[src/rtl/decode_stage.sv]
// Registered RV32I decoder between fetch and regfile/execute; DECODE_RV32M_EN enables MULDIV decode.
// Latency: an accepted beat appears on out_* one cycle later when the main register is empty or draining.
// Backpressure: a 2-entry main+skid buffer keeps in_ready registered and sustains 1 instruction/cycle.
module decode_stage #(
    parameter int PC_W  = 32,
    parameter int TAG_W = 4
) (
    input  logic             clk,
    input  logic             rst,
    input  logic             flush,
    input  logic             in_valid,
    output logic             in_ready,
    input  logic [31:0]      in_inst,
    input  logic [PC_W-1:0]  in_pc,
    input  logic [TAG_W-1:0] in_tag,
    output logic             out_valid,
    input  logic             out_ready,
    output logic [7:0]       out_oper,
    output logic [4:0]       out_rd,
    output logic [4:0]       out_rs1,
    output logic [4:0]       out_rs2,
    output logic [31:0]      out_imm,
    output logic             out_we,
    output logic             out_illegal,
    output logic [PC_W-1:0]  out_pc,
    output logic [TAG_W-1:0] out_tag
);

    localparam logic [6:0] OP_ALU    = 7'b0110011;
    localparam logic [6:0] OP_IMM    = 7'b0010011;
    localparam logic [6:0] OP_LOAD   = 7'b0000011;
    localparam logic [6:0] OP_STORE  = 7'b0100011;
    localparam logic [6:0] OP_BRANCH = 7'b1100011;
    localparam logic [6:0] OP_JAL    = 7'b1101111;
    localparam logic [6:0] OP_JALR   = 7'b1100111;
    localparam logic [6:0] OP_LUI    = 7'b0110111;
    localparam logic [6:0] OP_AUIPC  = 7'b0010111;

    localparam logic [6:0] F7_BASE = 7'b0000000;
    localparam logic [6:0] F7_ALT  = 7'b0100000;

    localparam logic [3:0] CLS_ALU    = 4'd0;
    localparam logic [3:0] CLS_ALUIMM = 4'd1;
    localparam logic [3:0] CLS_LOAD   = 4'd2;
    localparam logic [3:0] CLS_STORE  = 4'd3;
    localparam logic [3:0] CLS_BRANCH = 4'd4;
    localparam logic [3:0] CLS_JAL    = 4'd5;
    localparam logic [3:0] CLS_JALR   = 4'd6;
    localparam logic [3:0] CLS_UPPER  = 4'd7;
    localparam logic [3:0] CLS_ILL    = 4'd15;
`ifdef DECODE_RV32M_EN
    localparam logic [6:0] F7_MUL     = 7'b0000001;
    localparam logic [3:0] CLS_MULDIV = 4'd8;
`endif

    typedef struct packed {
        logic [7:0]       oper;
        logic [4:0]       rd;
        logic [4:0]       rs1;
        logic [4:0]       rs2;
        logic [31:0]      imm;
        logic             we;
        logic             illegal;
        logic [PC_W-1:0]  pc;
        logic [TAG_W-1:0] tag;
    } entry_t;

    // Instruction fields and the five immediate formats, all sign-extended from bit 31.
    logic [6:0]  opcode;
    logic [2:0]  f3;
    logic [6:0]  f7;
    logic [4:0]  rd_f;
    logic [4:0]  rs1_f;
    logic [4:0]  rs2_f;
    logic [31:0] imm_i;
    logic [31:0] imm_s;
    logic [31:0] imm_b;
    logic [31:0] imm_u;
    logic [31:0] imm_j;

    assign opcode = in_inst[6:0];
    assign f3     = in_inst[14:12];
    assign f7     = in_inst[31:25];
    assign rd_f   = in_inst[11:7];
    assign rs1_f  = in_inst[19:15];
    assign rs2_f  = in_inst[24:20];
    assign imm_i  = {{20{in_inst[31]}}, in_inst[31:20]};
    assign imm_s  = {{20{in_inst[31]}}, in_inst[31:25], in_inst[11:7]};
    assign imm_b  = {{19{in_inst[31]}}, in_inst[31], in_inst[7], in_inst[30:25], in_inst[11:8], 1'b0};
    assign imm_u  = {in_inst[31:12], 12'h000};
    assign imm_j  = {{11{in_inst[31]}}, in_inst[31], in_inst[19:12], in_inst[20], in_inst[30:21], 1'b0};

    // Control decode: class, alt bit, legality and which fields the format uses.
    logic [3:0]  cls;
    logic [2:0]  sub_op;
    logic [31:0] imm_sel;
    logic        alt;
    logic        legal;
    logic        wr_cls;
    logic        use_rd;
    logic        use_rs1;
    logic        use_rs2;

    // Classify the opcode and validate funct7 against funct3 where the encoding restricts it.
    always_comb begin
        cls     = CLS_ILL;
        sub_op  = f3;
        imm_sel = 32'd0;
        alt     = 1'b0;
        legal   = 1'b1;
        wr_cls  = 1'b0;
        use_rd  = 1'b0;
        use_rs1 = 1'b0;
        use_rs2 = 1'b0;
        case (opcode)
            OP_ALU: begin
                cls     = CLS_ALU;
                wr_cls  = 1'b1;
                use_rd  = 1'b1;
                use_rs1 = 1'b1;
                use_rs2 = 1'b1;
                if (f7 == F7_ALT) begin
                    alt   = 1'b1;
                    legal = (f3 == 3'b000) || (f3 == 3'b101);
                end
`ifdef DECODE_RV32M_EN
                else if (f7 == F7_MUL) begin
                    cls = CLS_MULDIV;
                end
`endif
                else begin
                    legal = (f7 == F7_BASE);
                end
            end
            OP_IMM: begin
                cls     = CLS_ALUIMM;
                wr_cls  = 1'b1;
                use_rd  = 1'b1;
                use_rs1 = 1'b1;
                imm_sel = imm_i;
                if (f3 == 3'b001) begin
                    legal = (f7 == F7_BASE);
                end else if (f3 == 3'b101) begin
                    alt   = (f7 == F7_ALT);
                    legal = (f7 == F7_BASE) || (f7 == F7_ALT);
                end
            end
            OP_LOAD: begin
                cls     = CLS_LOAD;
                wr_cls  = 1'b1;
                use_rd  = 1'b1;
                use_rs1 = 1'b1;
                imm_sel = imm_i;
            end
            OP_STORE: begin
                cls     = CLS_STORE;
                use_rs1 = 1'b1;
                use_rs2 = 1'b1;
                imm_sel = imm_s;
            end
            OP_BRANCH: begin
                cls     = CLS_BRANCH;
                use_rs1 = 1'b1;
                use_rs2 = 1'b1;
                imm_sel = imm_b;
            end
            OP_JAL: begin
                cls     = CLS_JAL;
                sub_op  = 3'b000;
                wr_cls  = 1'b1;
                use_rd  = 1'b1;
                imm_sel = imm_j;
            end
            OP_JALR: begin
                cls     = CLS_JALR;
                wr_cls  = 1'b1;
                use_rd  = 1'b1;
                use_rs1 = 1'b1;
                imm_sel = imm_i;
            end
            OP_LUI, OP_AUIPC: begin
                cls     = CLS_UPPER;
                sub_op  = {2'b00, (opcode == OP_AUIPC)};
                wr_cls  = 1'b1;
                use_rd  = 1'b1;
                imm_sel = imm_u;
            end
            default: begin
                legal = 1'b0;
            end
        endcase
    end

    // Assemble the decoded entry; illegal encodings collapse to class 15 with zeroed fields.
    entry_t dec;
    always_comb begin
        dec     = '0;
        dec.pc  = in_pc;
        dec.tag = in_tag;
        if (legal) begin
            dec.oper = {cls, alt, sub_op};
            dec.rd   = use_rd  ? rd_f  : 5'd0;
            dec.rs1  = use_rs1 ? rs1_f : 5'd0;
            dec.rs2  = use_rs2 ? rs2_f : 5'd0;
            dec.imm  = imm_sel;
            dec.we   = wr_cls && (rd_f != 5'd0);
        end else begin
            dec.oper    = {CLS_ILL, 4'b0000};
            dec.illegal = 1'b1;
        end
    end

    // Main register M drives the outputs; skid register S absorbs the beat accepted while M stalls.
    entry_t m_q, m_d, s_q, s_d;
    logic   m_vld_q, m_vld_d;
    logic   s_vld_q, s_vld_d;
    logic   in_ready_q, in_ready_d;
    logic   acc;
    logic   xfer;

    assign acc  = in_valid && in_ready_q;
    assign xfer = m_vld_q && out_ready;

    // Buffer steering: refill M from S first to keep order; flush overrides everything.
    always_comb begin
        m_d     = m_q;
        s_d     = s_q;
        m_vld_d = m_vld_q;
        s_vld_d = s_vld_q;
        if (flush) begin
            m_vld_d = 1'b0;
            s_vld_d = 1'b0;
        end else if (!m_vld_q || xfer) begin
            if (s_vld_q) begin
                m_d     = s_q;
                m_vld_d = 1'b1;
                if (acc) begin
                    s_d = dec;
                end
                s_vld_d = acc;
            end else begin
                if (acc) begin
                    m_d = dec;
                end
                m_vld_d = acc;
            end
        end else if (acc) begin
            s_d     = dec;
            s_vld_d = 1'b1;
        end
        in_ready_d = !s_vld_d;
    end

    // State registers with asynchronous reset clearing both entries and their data.
    always_ff @(posedge clk or posedge rst) begin
        if (rst) begin
            m_q        <= '0;
            s_q        <= '0;
            m_vld_q    <= 1'b0;
            s_vld_q    <= 1'b0;
            in_ready_q <= 1'b1;
        end else begin
            m_q        <= m_d;
            s_q        <= s_d;
            m_vld_q    <= m_vld_d;
            s_vld_q    <= s_vld_d;
            in_ready_q <= in_ready_d;
        end
    end

    assign in_ready    = in_ready_q;
    assign out_valid   = m_vld_q;
    assign out_oper    = m_q.oper;
    assign out_rd      = m_q.rd;
    assign out_rs1     = m_q.rs1;
    assign out_rs2     = m_q.rs2;
    assign out_imm     = m_q.imm;
    assign out_we      = m_q.we;
    assign out_illegal = m_q.illegal;
    assign out_pc      = m_q.pc;
    assign out_tag     = m_q.tag;

endmodule

[config.mk]
export PLATFORM = sky130hd
export DESIGN_NAME = decode_stage
export DESIGN_NICKNAME = d
export VERILOG_FILES = /design/src/rtl/decode_stage.sv
export SDC_FILE = /design/constraint.sdc
export NUM_CORES = 1
export LEC_CHECK = 0
export BUFFER_PORTS_ARGS = -buffer_cell sky130_fd_sc_hd__buf_2
export CORE_MARGIN = 4
export CORE_UTILIZATION = 56
export DETAILED_ROUTE_END_ITERATION = 6
export PLACE_DENSITY = 0.9
export SYNTH_ARGS = -nofsm -noshare
export SYNTH_HDL_FRONTEND = slang
export SYNTH_SLANG_ARGS = --single-unit
[constraint.sdc]
create_clock -name clk -period 8.3 [get_ports clk]
set_input_delay 1.66 -clock clk [delete_from_list [all_inputs] [get_ports clk]]
set_output_delay 1.66 -clock clk [all_outputs]
set_load 0.1 [all_outputs]
* Yosys cells after proc, flatten, opt, wreduce, memory -nomap -nowiden
Cells that the tools add are included.
Widths: inputs -> output; s select.
** Storage, ports and cells
- Bits in registers :: 189
- Bits in latches :: 0
- Bits in writable memories :: 0
- Memory bits (read-only) :: 0
- Input bits :: 73
- Word-level logic and storage cells :: 88
- Memories kept :: 0
** Operators by class
- $add $sub $neg :: 0
- Multipliers :: 0
- Divide/modulo/power cells :: 0
- Magnitude comparators :: 0
- Equality and inequality tests :: 13
- Shifts and indexed selects :: 0
- Multiplexer cells :: 32
- Bitwise gates (word level) :: 1
- Reductions and logical operators :: 21
** Operators with widths (number)
- $mux 93 :: 5
- $pmux 32 s5 :: 1
- $mux 48 :: 1
- $pmux 4 s8 :: 1
- $eq 7x6->1 const B :: 4
- $eq 7x7->1 const B :: 3
- $mux 1 :: 17
- $mux 5 :: 3
- $eq 7x5->1 const B :: 2
- $reduce_or 7->1 :: 2
- $mux 8 :: 1
- $eq 7x2->1 const B :: 1
- $logic_not 7->1 :: 1
- $pmux 3 s2 :: 1
- $reduce_or 3->1 :: 2
- $reduce_or 6->1 :: 1
- $reduce_bool 5->1 :: 1
- $reduce_bool 2->1 :: 2
- $eq 3x1->1 const B :: 1
- $eq 3x3->1 const B :: 1
- $logic_and 1x1->1 :: 3
- $logic_not 3->1 :: 1
- $logic_or 1x1->1 :: 3
- $pmux 1 s3 :: 1
- 7 further kinds :: 8

* Depth between registers and ports, before layout
- Word-level depth :: 9
- Mapped depth :: 8

* Least setup slack after synthesis
Ideal clock, no wire load.
- Path kind :: input -> register
- From :: in in_inst[2]
- To :: reg m_q (netlist bit out_oper[2])
- Library setup time :: 0.069 ns
- Arrival time :: 3.209 ns
- Data required time :: 8.231 ns
- Slack :: 5.023 ns
- Cell stages on the path :: 6
- Cells stage by stage :: and4bb_4 -> nand3b_4 -> or3_1 -> buf_6 -> a311oi_4 -> a221o_1
** Between the ends
- Cells in the longest elaborated chain, start to end :: 6
- Elaborated cells on any way between the ends :: 16
- Classes of those cells :: 9 x eq/ne; 5 x mux; 2 x reduce/logical
** Ends and longest elaborated chain
- start, declared :: line 13 : input logic [31:0] in_inst,
- $eq 7x5->1 (tied with other cells) :: line 115 : case (opcode)
- $reduce_or 7->1 (no line) / $reduce_or 2->1 (equally long branches)
- $pmux 1 s3 / $pmux 3 s2 (equally long branches) :: line 115
- $mux 8 (*) :: line 200 : if (legal) begin
- $mux 93 (*) :: line 242 : if (acc) begin
- $mux 93 (*) :: line 234 : if (s_vld_q) begin
- end signal, assigned :: line 263 : m_q <= m_d;
- end, declared :: line 214 : entry_t m_q, m_d, s_q, s_d;
Mark *: on every way between the ends. The rest lies on a longest branch, timed or not. The select of a mux whose other input is x is not followed.
A chain may end at the register's enable or synchronous reset.

* Final worst setup path
- From :: in out_ready
- To :: reg s_q[57] (netlist name)
** Between the ends
- Cells in the longest elaborated chain, start to end :: 4
- Elaborated cells on any way between the ends :: 5
- Classes of those cells :: 1 x eq/ne; 1 x mux; 3 x reduce/logical
** Ends and longest elaborated chain
- start, declared :: line 17 : input logic out_ready,
- $logic_and 1x1->1 (*) :: line 222 : assign xfer = m_vld_q && out_ready;
- $logic_or 1x1->1 (*) :: line 233 : end else if (!m_vld_q || xfer) begin
- $ne 2x2->1 (no line)
- $reduce_and 2->1 (no line)
- end signal, assigned :: line 258 : s_q <= '0;
- end signal, assigned :: line 264 : s_q <= s_d;
- end, declared :: line 214
Mark *: on every way between the ends. The rest lies on a longest branch, timed or not.

==> out/qor.txt <==
I/O Buffers: 167
Mapped Cells: 957
Worst-Skew Late Latency: 0.43 ns
die area: 17800 um^2
n_diodes: 0
worst slew pin tran: 1.06 ns
crit path kind: in -> reg
Via-to-Cell Ratio: 6.07
Post-route DRC: 0
Mean Syn Cell Area: 9.21 um^2
r2r startpoint: s_vld_q
M1 GR Usage: 37.0%
final setup fails: 0
share of layout cells above drive strength 1: 20.7%
Post-CTS Setup Inserts: 0
vias: 7914
R2R setup slack: 4.85 ns
width of the die: 133 um
Synth Flop Type: dfrtp_1
Slew Viols, Final: 0
number of synthesized flops with an enable pin: 0
Tmin final: 3.73 ns
FF-to-FF End: out_rs1[1]
hold path endpoint: out_pc[8]
Psw: 1.09 mW
cts hold-fix bufs: 0
post-synthesis sequential area ratio: 53.7%
FP Rows: 45
# resized after CTS: 0
Top-Level Pins: 168
met2 Usage GRT: 42.0%
Yosys top cell by area: dfrtp_1
max_slew headroom: 29.0%
clock network fraction of total power: 30.8%
max-cap viol count: 0
register area: 4730 um^2
DPL Wire Length: 15600 um
GPL Wtd Cong: 0.952
Final #Nets: 1153
cell area after synthesis: 8820 um^2
Top Usage Layer GRT: met2
setup TNS: 0 ns
routed length per placed instance: 18.2 um
CTS sink cnt: 189
TritonCTS clock tree: yes
cell count of the worst reg-to-reg path: 5
Final period util: 45.0%
Warnings, synthesis: 0
# fillers: 1223
internal power: 1.70 mW
initial antenna violation count: 0
worst-case vdd ir drop: 168 uV
outcome: complete, no violations
pwr dens: 269 nW/um^2
hold_sp: out_pc[8]
gr usage total: 26.6%
Net Sw Frac: 39.0%
fraction of registers with async set/reset: 100%
root buffer cell: clkbuf_16
Syn Nets: 1030
DRT iter0 DRCs: 806
top cells by area, synth: dfrtp_1, nand2_1, o21ai_0, a21oi_1, mux2i_1
sequential share of power: 40.4%
first-pass GRT wire length: 38300 um
DR pass1 iterations: 6
CP Launch Type: input port
synth cell count leaders: nand2_1, dfrtp_1, o21ai_0
endpoint class of the critical path: flop
Logic pwr share: 28.8%
largest net degree at the start of global routing: 111
Die Y-Extent: 133 um
top-count cell post-synth: nand2_1
H-tree lvl count: 4
CTS clk-pin slew, worst paths: 0.06 ns
Max clock buf depth: 2
Util after Layout: 67.7%
met3 GRT Util: 5.10%
flops & latches, synth: 189
vias in the first global route: 7463
area of the multi-input gates: 3800 um^2
effective utilization at floorplan: 57.6%
P&R area growth vs syn: 17.5%
crit path DAT: 4.06 ns
top-area cell type share of the netlist area: 53.4%
RSZ-0062 raised after global routing: no
fmax: 268 MHz
antenna-violating nets left: 0
Pleak: 4.95 nW
Critical Path RT: 8.63 ns
HP Class: reg -> reg
critical-path maximum fanout: 57
Netlist cell types: 56
CTS Buf Count: 17
Final Skew: 0.00824 ns
drt total wl: 23700 um
Final Hold Fails: 0
GRT overflow: 0
core footprint: 15300 um^2
Worst Hold Path Cells: 2
Worst Setup SP: out_ready
-- cells by family after synthesis --
kind of cell	share of synthesized area, %
AND/OR/NAND/NOR	19.0
buffers and inverters	3.58
flip-flops	53.7
multiplexers	4.09
XOR/XNOR	0.0994
adder cells (fa/ha/maj)	0.114
AO/OA/AOI/OAI	19.4
-- flip-flops by register name, summed over array words and instances (netlist names) --
| register | cells |
|---|---|
| in_ready | 1 |
| out_illegal | 1 |
| out_imm | 32 |
| out_oper | 8 |
| out_pc | 32 |
| out_rd | 5 |
| out_rs1 | 5 |
| out_rs2 | 5 |
| out_tag | 4 |
| out_valid | 1 |
| out_we | 1 |
| s_q | 93 |
| s_vld_q | 1 |
-- area by class of cell --
type                    instances  area share, %
flip-flops and latches        189           45.7
multi-input cells             687           36.6
repair buffers                177           8.79
clock buffers                  20           4.41
well taps                     211           2.55
clock inverters                11           1.59
inverters                       8          0.338
-- per-layer routing --
layer | routed length [um] | vias to the layer above | part of all wire, %
met4 | 614 | 0 | 2.6
li1 | - | 3592 | -
met1 | 9850 | 3819 | 42
met2 | 11300 | 442 | 48
met3 | 1930 | 61 | 8.2
met5 | 0 | - | 0
-- through the flow --
step           worst slack (ns)  instances  power, mW  hold slack [ns]  instance area (um^2)
2_1_floorplan              1.50        957       1.77            0.441                  8820
3_3_place_gp               4.35       1272       1.92            0.453                  9740
3_5_place_dp               4.21       1272       1.94            0.462                  9740
4_1_cts                    4.65       1303       2.80            0.477                 10400
5_1_grt                    4.42       1303       2.89            0.489                 10400
6_report                   4.57       1303       2.79            0.474                 10400
-- power groups by stage --
stage	logic, mW	clock network, mW	registers, mW
after global routing	0.845	0.908	1.14
after floorplan	0.174	0	1.60
after global placement	0.789	0	1.13
after CTS	0.805	0.868	1.12
after detailed placement	0.802	0	1.14
final	0.803	0.858	1.12
-- worst max-delay path by stage --
stage                  endpoint  cells after the start
finish                  s_q[57]                      8
global route            s_q[67]                      8
floorplan           out_illegal                      1
global placement        s_q[64]                      8
CTS                     s_q[57]                      8
detailed placement      s_q[65]                      8
-- critical path, cell delays in order --
cell	delay (ns)
buf_2	0.10
nor2b_1	0.31
nor2_1	0.11
nor3_2	0.19
buf_4	0.56
o21ai_0	0.56
buf_4	0.34
o21ai_0	0.22
-- cells in the final DEF (no fill, tap or decap), types with 4 or more instances in the layout --
cell type  count
nand2_1      225
dfrtp_1      187
buf_2        167
o21ai_0      104
a21oi_1       83
nor2_1        68
and3_1        36
mux2i_1       36
clkbuf_16     17
o221ai_1      15
o211ai_1      11
a31oi_1       11
a221o_1       10
buf_4         10
and2_1         8
nand2b_1       7
inv_1          7
a22o_1         7
or3_1          6
o2bb2ai_1      6
a32o_1         5
clkinv_2       4
bufinv_16      4
(Power assumes the default switching activity.)
